<file path="src/rtl/incubator_pkg.sv">
// Shared constants for the incubator chamber model and its controller bench:
// fan-speed codes, temperature limits and default set points.
package incubator_pkg;

   localparam logic [3:0] RPS_OFF  = 4'd0;
   localparam logic [3:0] RPS_LOW  = 4'd4;
   localparam logic [3:0] RPS_MID  = 4'd6;
   localparam logic [3:0] RPS_HIGH = 4'd8;

   localparam int T_MIN = -128;
   localparam int T_MAX = 127;

   localparam int TICK_DIV_DEFAULT  = 16;
   localparam int HEAT_STEP_DEFAULT = 2;
   localparam int DRIFT_DIV_DEFAULT = 4;

   localparam logic signed [7:0] T_INIT_DEFAULT    = 8'sd25;
   localparam logic signed [7:0] T_AMBIENT_DEFAULT = 8'sd20;
   localparam logic signed [7:0] ALARM_HI_DEFAULT  = 8'sd50;
   localparam logic signed [7:0] ALARM_LO_DEFAULT  = 8'sd0;

   typedef logic signed [7:0] temp_t;
   typedef logic signed [9:0] wide_temp_t;

   // Clamp a widened temperature back into the signed 8-bit range.
   function automatic temp_t sat_temp(input wide_temp_t value);
      temp_t result;
      if (value > wide_temp_t'(T_MAX)) begin
         result = 8'sd127;
      end else if (value < wide_temp_t'(T_MIN)) begin
         result = -8'sd128;
      end else begin
         result = value[7:0];
      end
      return result;
   endfunction

endpackage

</file>
<file path="src/rtl/incubator_plant_if.sv">
// Actuator, load and alarm signals between a controller (master) and the
// chamber model (slave).
interface incubator_plant_if;
   import incubator_pkg::*;

   logic        heater_on;
   logic        cooler_on;
   logic [3:0]  cooler_rps;
   logic        load_en;
   temp_t       load_value;
   logic        alarm_clr;
   temp_t       T;
   logic        t_valid;
   logic        alarm_hi;
   logic        alarm_lo;

   modport master (
      output heater_on, cooler_on, cooler_rps, load_en, load_value, alarm_clr,
      input  T, t_valid, alarm_hi, alarm_lo
   );

   modport slave (
      input  heater_on, cooler_on, cooler_rps, load_en, load_value, alarm_clr,
      output T, t_valid, alarm_hi, alarm_lo
   );

endinterface

</file>
<file path="src/rtl/incubator_plant_tick_prescaler.sv">
// Free-running modulo-TICK_DIV counter; tick is high for the last count of
// each period. A synchronous clear restarts the period from zero.
module tick_prescaler #(
   parameter int TICK_DIV = 16
) (
   input  logic clk,
   input  logic rst_n,
   input  logic clr,
   output logic tick
);

   localparam int CW = (TICK_DIV > 2) ? $clog2(TICK_DIV) : 1;
   localparam logic [CW-1:0] LAST = CW'(TICK_DIV - 1);

   logic [CW-1:0] count_reg;

   always_ff @(posedge clk or negedge rst_n) begin
      if (!rst_n) begin
         count_reg <= '0;
      end else if (clr || (count_reg == LAST)) begin
         count_reg <= '0;
      end else begin
         count_reg <= count_reg + 1'b1;
      end
   end

   assign tick = (count_reg == LAST);

endmodule

</file>
<file path="src/rtl/incubator_plant.sv">
// Thermal model of the incubator chamber: once per prescaled tick the
// temperature moves by heater/cooler action or drifts toward ambient.
module incubator_plant
   import incubator_pkg::*;
#(
   parameter int    TICK_DIV  = TICK_DIV_DEFAULT,
   parameter temp_t T_INIT    = T_INIT_DEFAULT,
   parameter temp_t T_AMBIENT = T_AMBIENT_DEFAULT,
   parameter int    HEAT_STEP = HEAT_STEP_DEFAULT,
   parameter int    DRIFT_DIV = DRIFT_DIV_DEFAULT,
   parameter temp_t ALARM_HI  = ALARM_HI_DEFAULT,
   parameter temp_t ALARM_LO  = ALARM_LO_DEFAULT
) (
   input  logic             clk,
   input  logic             reset,
   incubator_plant_if.slave bus
);

   localparam int DW = (DRIFT_DIV > 2) ? $clog2(DRIFT_DIV) : 1;
   localparam logic [DW-1:0] DRIFT_LAST = DW'(DRIFT_DIV - 1);

   temp_t         t_reg;
   logic          t_valid_reg;
   logic          alarm_hi_reg;
   logic          alarm_lo_reg;
   logic [DW-1:0] drift_cnt_reg;

   logic          tick;
   logic          idle;
   logic          drift_wrap;
   logic [3:0]    rps_half;
   wide_temp_t    heat_term;
   wide_temp_t    cool_term;
   wide_temp_t    drift_term;
   wide_temp_t    t_sum;
   temp_t         t_next;
   logic [DW-1:0] drift_cnt_next;

   tick_prescaler #(
      .TICK_DIV (TICK_DIV)
   ) u_prescaler (
      .clk   (clk),
      .rst_n (reset),
      .clr   (bus.load_en),
      .tick  (tick)
   );

   // Fan speed maps to cooling rate as rps/2, so rps 0 gives no cooling.
   assign rps_half   = bus.cooler_rps >> 1;
   assign idle       = !bus.heater_on && !bus.cooler_on;
   assign drift_wrap = (drift_cnt_reg == DRIFT_LAST);

   always_comb begin
      heat_term      = '0;
      cool_term      = '0;
      drift_term     = '0;
      drift_cnt_next = '0;
      if (bus.heater_on) begin
         heat_term = wide_temp_t'(HEAT_STEP);
      end
      if (bus.cooler_on) begin
         cool_term = {6'b0, rps_half};
      end
      if (idle) begin
         drift_cnt_next = drift_wrap ? '0 : drift_cnt_reg + 1'b1;
         if (drift_wrap) begin
            if (t_reg < T_AMBIENT) begin
               drift_term = 10'sd1;
            end else if (t_reg > T_AMBIENT) begin
               drift_term = -10'sd1;
            end
         end
      end
      t_sum  = {{2{t_reg[7]}}, t_reg} + heat_term - cool_term + drift_term;
      t_next = sat_temp(t_sum);
   end

   // A load overrides any tick landing on the same edge.
   always_ff @(posedge clk or negedge reset) begin
      if (!reset) begin
         t_reg         <= T_INIT;
         drift_cnt_reg <= '0;
         t_valid_reg   <= 1'b0;
      end else begin
         t_valid_reg <= bus.load_en || tick;
         if (bus.load_en) begin
            t_reg         <= bus.load_value;
            drift_cnt_reg <= '0;
         end else if (tick) begin
            t_reg         <= t_next;
            drift_cnt_reg <= drift_cnt_next;
         end
      end
   end

   // Sticky alarms look at the registered temperature; a set beats a clear.
   always_ff @(posedge clk or negedge reset) begin
      if (!reset) begin
         alarm_hi_reg <= 1'b0;
         alarm_lo_reg <= 1'b0;
      end else begin
         alarm_hi_reg <= (t_reg > ALARM_HI) || (alarm_hi_reg && !bus.alarm_clr);
         alarm_lo_reg <= (t_reg < ALARM_LO) || (alarm_lo_reg && !bus.alarm_clr);
      end
   end

   assign bus.T        = t_reg;
   assign bus.t_valid  = t_valid_reg;
   assign bus.alarm_hi = alarm_hi_reg;
   assign bus.alarm_lo = alarm_lo_reg;

endmodule

</file>
<file path="src/flat_wrapper.sv">
// flat-port wrapper written by rule: the top's interface ports become plain ports
module incubator_plant_flat import incubator_pkg::*;
#(
   parameter int    TICK_DIV  = TICK_DIV_DEFAULT,
   parameter temp_t T_INIT    = T_INIT_DEFAULT,
   parameter temp_t T_AMBIENT = T_AMBIENT_DEFAULT,
   parameter int    HEAT_STEP = HEAT_STEP_DEFAULT,
   parameter int    DRIFT_DIV = DRIFT_DIV_DEFAULT,
   parameter temp_t ALARM_HI  = ALARM_HI_DEFAULT,
   parameter temp_t ALARM_LO  = ALARM_LO_DEFAULT
)
  (clk, reset, bus_heater_on, bus_cooler_on, bus_cooler_rps, bus_load_en, bus_load_value, bus_alarm_clr, bus_T, bus_t_valid, bus_alarm_hi, bus_alarm_lo);
  incubator_plant_if bus_i ();
  input  logic clk;
  input  logic reset;
  input wire logic [$bits(bus_i.heater_on)-1:0] bus_heater_on;
  input wire logic [$bits(bus_i.cooler_on)-1:0] bus_cooler_on;
  input wire logic [$bits(bus_i.cooler_rps)-1:0] bus_cooler_rps;
  input wire logic [$bits(bus_i.load_en)-1:0] bus_load_en;
  input wire logic [$bits(bus_i.load_value)-1:0] bus_load_value;
  input wire logic [$bits(bus_i.alarm_clr)-1:0] bus_alarm_clr;
  output wire logic [$bits(bus_i.T)-1:0] bus_T;
  output wire logic [$bits(bus_i.t_valid)-1:0] bus_t_valid;
  output wire logic [$bits(bus_i.alarm_hi)-1:0] bus_alarm_hi;
  output wire logic [$bits(bus_i.alarm_lo)-1:0] bus_alarm_lo;
  assign bus_i.heater_on = bus_heater_on;
  assign bus_i.cooler_on = bus_cooler_on;
  assign bus_i.cooler_rps = bus_cooler_rps;
  assign bus_i.load_en = bus_load_en;
  assign bus_i.load_value = bus_load_value;
  assign bus_i.alarm_clr = bus_alarm_clr;
  assign bus_T = bus_i.T;
  assign bus_t_valid = bus_i.t_valid;
  assign bus_alarm_hi = bus_i.alarm_hi;
  assign bus_alarm_lo = bus_i.alarm_lo;
  incubator_plant #(.TICK_DIV(TICK_DIV), .T_INIT(T_INIT), .T_AMBIENT(T_AMBIENT), .HEAT_STEP(HEAT_STEP), .DRIFT_DIV(DRIFT_DIV), .ALARM_HI(ALARM_HI), .ALARM_LO(ALARM_LO)) u_core (.clk(clk), .reset(reset), .bus(bus_i));
endmodule
</file>
<file path="config.mk">
export PLATFORM = sky130hd
export DESIGN_NAME = incubator_plant_flat
export DESIGN_NICKNAME = d
export VERILOG_FILES = /design/src/rtl/incubator_pkg.sv /design/src/rtl/incubator_plant_if.sv /design/src/rtl/incubator_plant_tick_prescaler.sv /design/src/rtl/incubator_plant.sv /design/src/flat_wrapper.sv
export SDC_FILE = /design/constraint.sdc
export NUM_CORES = 1
export LEC_CHECK = 0
export ABC_AREA = 1
export BUFFER_PORTS_ARGS = -buffer_cell sky130_fd_sc_hd__buf_2
export CAP_MARGIN = 5
export CORE_MARGIN = 2
export CORE_UTILIZATION = 61
export CTS_CLUSTER_SIZE = 12
export DETAILED_ROUTE_END_ITERATION = 10
export MAX_ROUTING_LAYER = met4
export PLACE_DENSITY_LB_ADDON = 0.08
export SYNTH_ARGS = -nofsm -noshare
export SYNTH_HDL_FRONTEND = slang
export SYNTH_SLANG_ARGS = --single-unit
</file>
<file path="constraint.sdc">
create_clock -name clk -period 10.7 [get_ports clk]
set_input_delay 1.07 -clock clk [delete_from_list [all_inputs] [get_ports clk]]
set_output_delay 1.07 -clock clk [all_outputs]
set_load 0.02 [all_outputs]
</file>
==> results_dict.tcl, run 1 <==
set metrics [dict create \
    final_util 0.7356 \
    h-tree-depth 1 \
    path_buf_inv 1 \
    syn_inst 231 \
    overflow 0 \
    crit_chain "buf_2, nor2_1, o311ai_1, nor2_1, fa_1, fa_1, ha_1, fa_1, nand2_2, nand2_2, nand2_2, nand2_1, nand2_1, nand2_2, a21oi_4, nand2_1, nand2_1, nand2_1" \
    peakVddDrop_mv 0.2767 \
    max_cap_violations 0 \
    vias 1453 \
    holdWs_ns 0.4766 \
    cts.sink_count 17 \
    holdBufCountCts 0 \
    path_clk_slew_ns 0.10 \
    yosysWarnings 0 \
    min_to "u_core.u_prescaler.count_reg[0]" \
    synth.distinct_cells 29 \
    finalWorstPathRequiredPeriod_ns 4.469 \
    worstPathRequired_ns 10.89 \
    fp.dieH_um 56.27 \
    end_kind "flop" \
    synth_ff_type "dfrtp_1" \
    via_per_inst 4.993 \
    grt_pass1_wl_um 5623 \
    first_iter_violations 39 \
    grt_pass1_vias 1306 \
    p_clk_frac 0.058 \
    avgSynthCellArea_sq_um 7.215 \
    leakage_nw 1.084 \
    num_rows 18 \
    finalSetupTns_ns 0 \
    synth-seq-area-share 0.2575 \
    skew_ns 0.009368 \
    ys_ff_latch 17 \
    cp.arrival_ns 4.66 \
    synth_common_cells "nand2_1 (71), inv_1 (37), ha_1 (24), nor2_1 (24), dfrtp_1 (14)" \
    slew_headroom 0.6761 \
    drc 0 \
    crit_path_start_kind "primary input" \
    antenna_found_initial 0 \
    synthArstFlopShare 1.000 \
    fin_ws_ns 6.231 \
    largest_reg_flops 8 \
    cts_buffers 3 \
    dpl_worst_slack_ns 5.922 \
    design_area_sq_um 1856 \
    synth_area_leaders "dfrtp_1 (21%), ha_1 (18%), nand2_1 (16%)" \
    finalSetupViolCount 0 \
    final_nets 308 \
    status "completed" \
    post-cts-setup-buffers 0 \
    core_area_sq_um 2522 \
    r2r-start "u_core.bus.T[7]" \
    die_w_um 56.27 \
    area_delta_synth_final_pct 11.34 \
    p_seq_frac 0.175 \
    dpl-instance-area_sq_um 1828 \
    cp_common_cell "nand2_1" \
    synth_area_sq_um 1667 \
    synth_top_cell_area_share 0.2102 \
    slowest_stage "fa_1" \
    total_power_mw 0.5862 \
    worstHoldStart "u_core.u_prescaler.count_reg[0]" \
    cp_max_fo 6 \
    timing.final.crit_share 0.4177 \
    initial_utilization 0.6607 \
    routabilityCongestion 0.8296 \
    dieArea_sq_um 3166 \
    drv_slew 0 \
    combPwrFrac 0.767 \
    rrSetupSlack_ns 6.70 \
    cts_buffer_depth 2 \
    antenna_left 0 \
    max_clock_freq_mhz 223.7 \
    root_buffer "clkbuf_4" \
    critical_path_class "in2reg" \
    hold_path_depth 1 \
    grtUsageTotal 0.2264 \
    r2r_cells 18 \
    synth_nets 277 \
    slowest_delay_ns 0.52 \
    dr.pass1.iters 4 \
    worstSkewPairLatency_ns 0.29 \
    drt_wl_total_um 3167 \
    dpl.hpwl_um 2666 \
    hold_class "reg2reg" \
    wl_per_cell_um 10.88 \
    power.internal_mw 0.2685 \
    rr_endpoint "u_core.bus.T[1]" \
    tightestPinTransition_ns 0.4840 \
    switching_share 0.5420 \
    p_sw_mw 0.3177 \
    drive_above_1_share 0.2222 \
    rsz0062_at_grt "false" \
    synth_edf_count 0 \
    fillers 220 \
    grt_max_degree 18 \
    hold_viol_final 0 \
    synth_top_cell_by_area "dfrtp_1" \
    io_buffers 27 \
    ios 29 \
    cts_tree "yes" \
    ctsResizeCount 0 \
    placed_cells 287 \
    p_per_area_nw_per_um2 315.9 \
    synth.most_common_cell "nand2_1" \
    stdcell_count 291 \
    critPathTopFamily "adder cells" \
    n_antenna_cell 0 \
]
==> power by group through the flow <==
stage	Sequential (mW)	Clock [mW]	Combinational (mW)
detailed placement	0.104	0	0.452
finish	0.102	0.0343	0.450
floorplan	0.119	0	0.346
CTS	0.103	0.0355	0.454
global route	0.105	0.0389	0.516
global placement	0.104	0	0.444
==> cell families (layout without fill, tap and decap cells) <==
family | count (synthesis) | count (layout) | share of synthesized area
simple gates | 124 | 124 | 0.3296
fa+ha+maj | 28 | 28 | 0.2282
flops | 17 | 17 | 0.2575
buf+inv | 43 | 73 | 0.1014
compound gates | 15 | 15 | 0.06232
xor+xnor | 4 | 4 | 0.02102
==> layout by cell type (no fill, tap or decap), types with 2 or more instances in the layout <==
cell type  synthesis  layout
a21oi_1            3       3
buf_2              0      27
clkbuf_4           0       3
dfrtp_1           14      14
dfstp_2            3       3
fa_1               4       4
ha_1              24      24
inv_1             37      37
inv_2              5       5
nand2_1           71      71
nand2_2           12      12
nand3_1            5       5
nand3_2            3       3
nand3b_1           2       2
nand4_1            3       3
nor2_1            24      24
o21ai_0            5       5
xnor2_1            2       2
xor2_1             2       2
==> cell type report <==
cell class                 count  area, sq um  area share
sequential                    17        429.2      0.2313
timing repair buffer          27        135.1     0.07283
clock inverter                 1        5.005    0.002697
tap                           30        37.54     0.02023
inverter                      42        157.7     0.08496
clock buffer                   3        22.52     0.01214
multi-input combinational    171         1069      0.5759
==> worst register-to-register path, stage by stage (launching register included) <==
cell	delay (ns)
dfrtp_1	0.44
inv_2	0.12
nand3_1	0.11
o311ai_1	0.39
nor2_1	0.22
fa_1	0.57
fa_1	0.42
ha_1	0.25
fa_1	0.52
nand2_2	0.11
nand2_2	0.07
nand2_2	0.07
nand2_1	0.05
nand2_1	0.07
nand2_2	0.09
a21oi_4	0.22
nand2_1	0.08
nand2_1	0.06
nand2_1	0.04
==> routing by layer <==
layer	up-vias	wire, um	track usage
li1	780	-	-
met1	632	1522	0.3196
met2	41	1462	0.3546
met3	0	182	0.04378
met4	0	0	0.02041
met5	-	0	-
==> worst max-delay path by stage <==
stage / depth (start not counted) / from / end
after floorplan: 17 / bus_cooler_on / u_core.bus.T[2]
after global placement: 18 / bus_cooler_on / u_core.bus.T[6]
after detailed placement: 18 / bus_cooler_on / u_core.bus.T[6]
after CTS: 18 / bus_cooler_on / u_core.bus.T[6]
after global routing: 18 / bus_cooler_on / u_core.bus.T[2]
final: 18 / bus_cooler_on / u_core.bus.T[1]
Note: power is estimated with default switching activity, not from simulation.
==> run 2, diff against run 1 <==
CORE_UTILIZATION = 56   (was 61)
clock period = 4.2 ns   (was 10.7 ns; I/O delays follow)
==> run 2 against run 1 <==
- sequential power rose to 2.6 times the previous value
- die area increased by 8.3%
- final cell count is 0.69% higher
==> results_dict.tcl, run 2 (synthesis gave the netlist of run 1 again) <==
set metrics [dict create \
    leakage_nw 1.090 \
    cts_buffers 3 \
    root_buffer "clkbuf_4" \
    worstPathRequired_ns 4.39 \
    die_w_um 58.56 \
    r2r-start "u_core.bus.T[7]" \
    holdBufCountCts 0 \
    cts.sink_count 17 \
    r2r_cells 18 \
    slew_headroom 0.6893 \
    end_kind "flop" \
    ios 29 \
    grt_max_degree 18 \
    tightestPinTransition_ns 0.4656 \
    antenna_found_initial 0 \
    critPathTopFamily "adder cells" \
    max_cap_violations 0 \
    crit_chain "inv_2, nand3_1, o311ai_2, nor2_1, fa_1, fa_1, ha_1, fa_1, nand2_2, nand2_2, nand2_2, nand2_1, nand2_1, nand2_2, a21oi_4, nand2_1, nand2_1, nand2_1" \
    finalWorstPathRequiredPeriod_ns 3.850 \
    finalSetupTns_ns 0 \
    path_clk_slew_ns 0.10 \
    dpl-instance-area_sq_um 1837 \
    antenna_left 0 \
    multiInputGateArea_sq_um 1076 \
    status "completed" \
    dieArea_sq_um 3429 \
    io_buffers 27 \
    fillers 272 \
    routabilityCongestion 0.8221 \
    regArea_sq_um 429.2 \
    crit_path_start_kind "flop" \
    skew_ns 0.004104 \
    path_buf_inv 1 \
    num_rows 19 \
    first_iter_violations 33 \
    core_area_sq_um 2781 \
    drv_slew 0 \
    design_area_sq_um 1872 \
    timing.final.crit_share 0.9167 \
    area_delta_synth_final_pct 12.31 \
    peakVddDrop_mv 0.6533 \
    largest_reg_flops 8 \
    drive_above_1_share 0.2290 \
    vias 1459 \
    layout_commonest_cell "nand2_1" \
    wl_per_cell_um 10.92 \
    grt_pass1_vias 1394 \
    drt_wl_total_um 3199 \
    rsz0062_at_grt "false" \
    final_nets 309 \
    initial_utilization 0.5992 \
    n_antenna_cell 0 \
    cts_tree "yes" \
    cp_max_fo 6 \
    hold_class "in2async" \
    grtUsageTotal 0.2244 \
    cp.arrival_ns 4.04 \
    rrSetupSlack_ns 0.35 \
    max_clock_freq_mhz 259.7 \
    slowest_stage "fa_1" \
    via_per_inst 4.980 \
    drc 0 \
    rr_endpoint "u_core.bus.T[6]" \
    hold_viol_final 0 \
    worstSkewPairLatency_ns 0.29 \
    grt_pass1_wl_um 5768 \
    fp.dieH_um 58.56 \
    finalSetupViolCount 0 \
    cts_buffer_depth 2 \
    dr.pass1.iters 4 \
    overflow 0 \
    critical_path_class "reg2reg" \
    final_cell_mix "nand2_1 (71), inv_1 (37), buf_2 (27), nor2_1 (24), ha_1 (24)" \
    p_per_area_nw_per_um2 796.9 \
    dpl.hpwl_um 2710 \
    h-tree-depth 1 \
    slowest_delay_ns 0.56 \
    cp_common_cell "nand2_1" \
]
==> run 2: changes by cell type in the layout (fill, tap and decap cells not counted), sizes merged <==
cell,delta
buf,+1
==> run 2: worst max-delay path by stage <==
stage,startpoint,cells past startpoint,endpoint,slack (ns)
2_1_floorplan,u_core.bus.T[4],17,u_core.bus.T[2],0.51
6_report,u_core.bus.T[7],18,u_core.bus.T[6],0.35
4_1_cts,u_core.bus.T[7],18,u_core.bus.T[6],0.23
5_1_grt,u_core.bus.T[7],20,u_core.bus.T[2],0.04
3_3_place_gp,u_core.bus.T[7],18,u_core.bus.T[2],0.31
3_5_place_dp,u_core.bus.T[7],18,u_core.bus.T[6],0.27
==> run 2: area by class of cell <==
class | instances | share of cell area
Sequential cell | 17 | 0.2293
Clock buffer | 3 | 0.01203
Tap cell | 31 | 0.02072
Clock inverter | 1 | 0.002674
Multi-Input combinational cell | 171 | 0.5749
Timing Repair Buffer | 28 | 0.07620
Inverter | 42 | 0.08422
==> run 2: per-layer routing <==
layer	part of all wire	wire length, um	up-vias	track usage
li1	-	-	776	-
met1	0.49	1571	656	0.2944
met2	0.47	1509	25	0.3820
met3	0.034	108	2	0.03956
met4	0.0031	10	0	0.009967
met5	0	0	-	-
==> run 2: report_power, final <==
part / switching, mW / internal [mW]
sequential: 0.0479 / 0.214
combinational: 0.710 / 0.431
clock: 0.0524 / 0.0354
total: 0.811 / 0.681
==> run 2: through the flow <==
| step | power, mW | cells | util | hold WS (ns) | setup slack (ns) |
|---|---|---|---|---|---|
| after floorplan | 1.184 | 231 | - | 0.1244 | 0.5125 |
| after global placement | 1.400 | 289 | 0.6604 | 0.3568 | 0.3120 |
| after detailed placement | 1.418 | 289 | 0.6604 | 0.3586 | 0.2713 |
| after CTS | 1.508 | 293 | 0.6703 | 0.03731 | 0.2277 |
| after global routing | 1.687 | 293 | 0.6730 | 0.04007 | 0.03742 |
| final | 1.492 | 293 | 0.6730 | 0.02416 | 0.3497 |
==> run 2: what timing repair did <==
item | in CTS | in global routing
resized for setup | 0 | 1
setup buffers | 0 | 0
endpoints found under the setup margin | 0 | 2
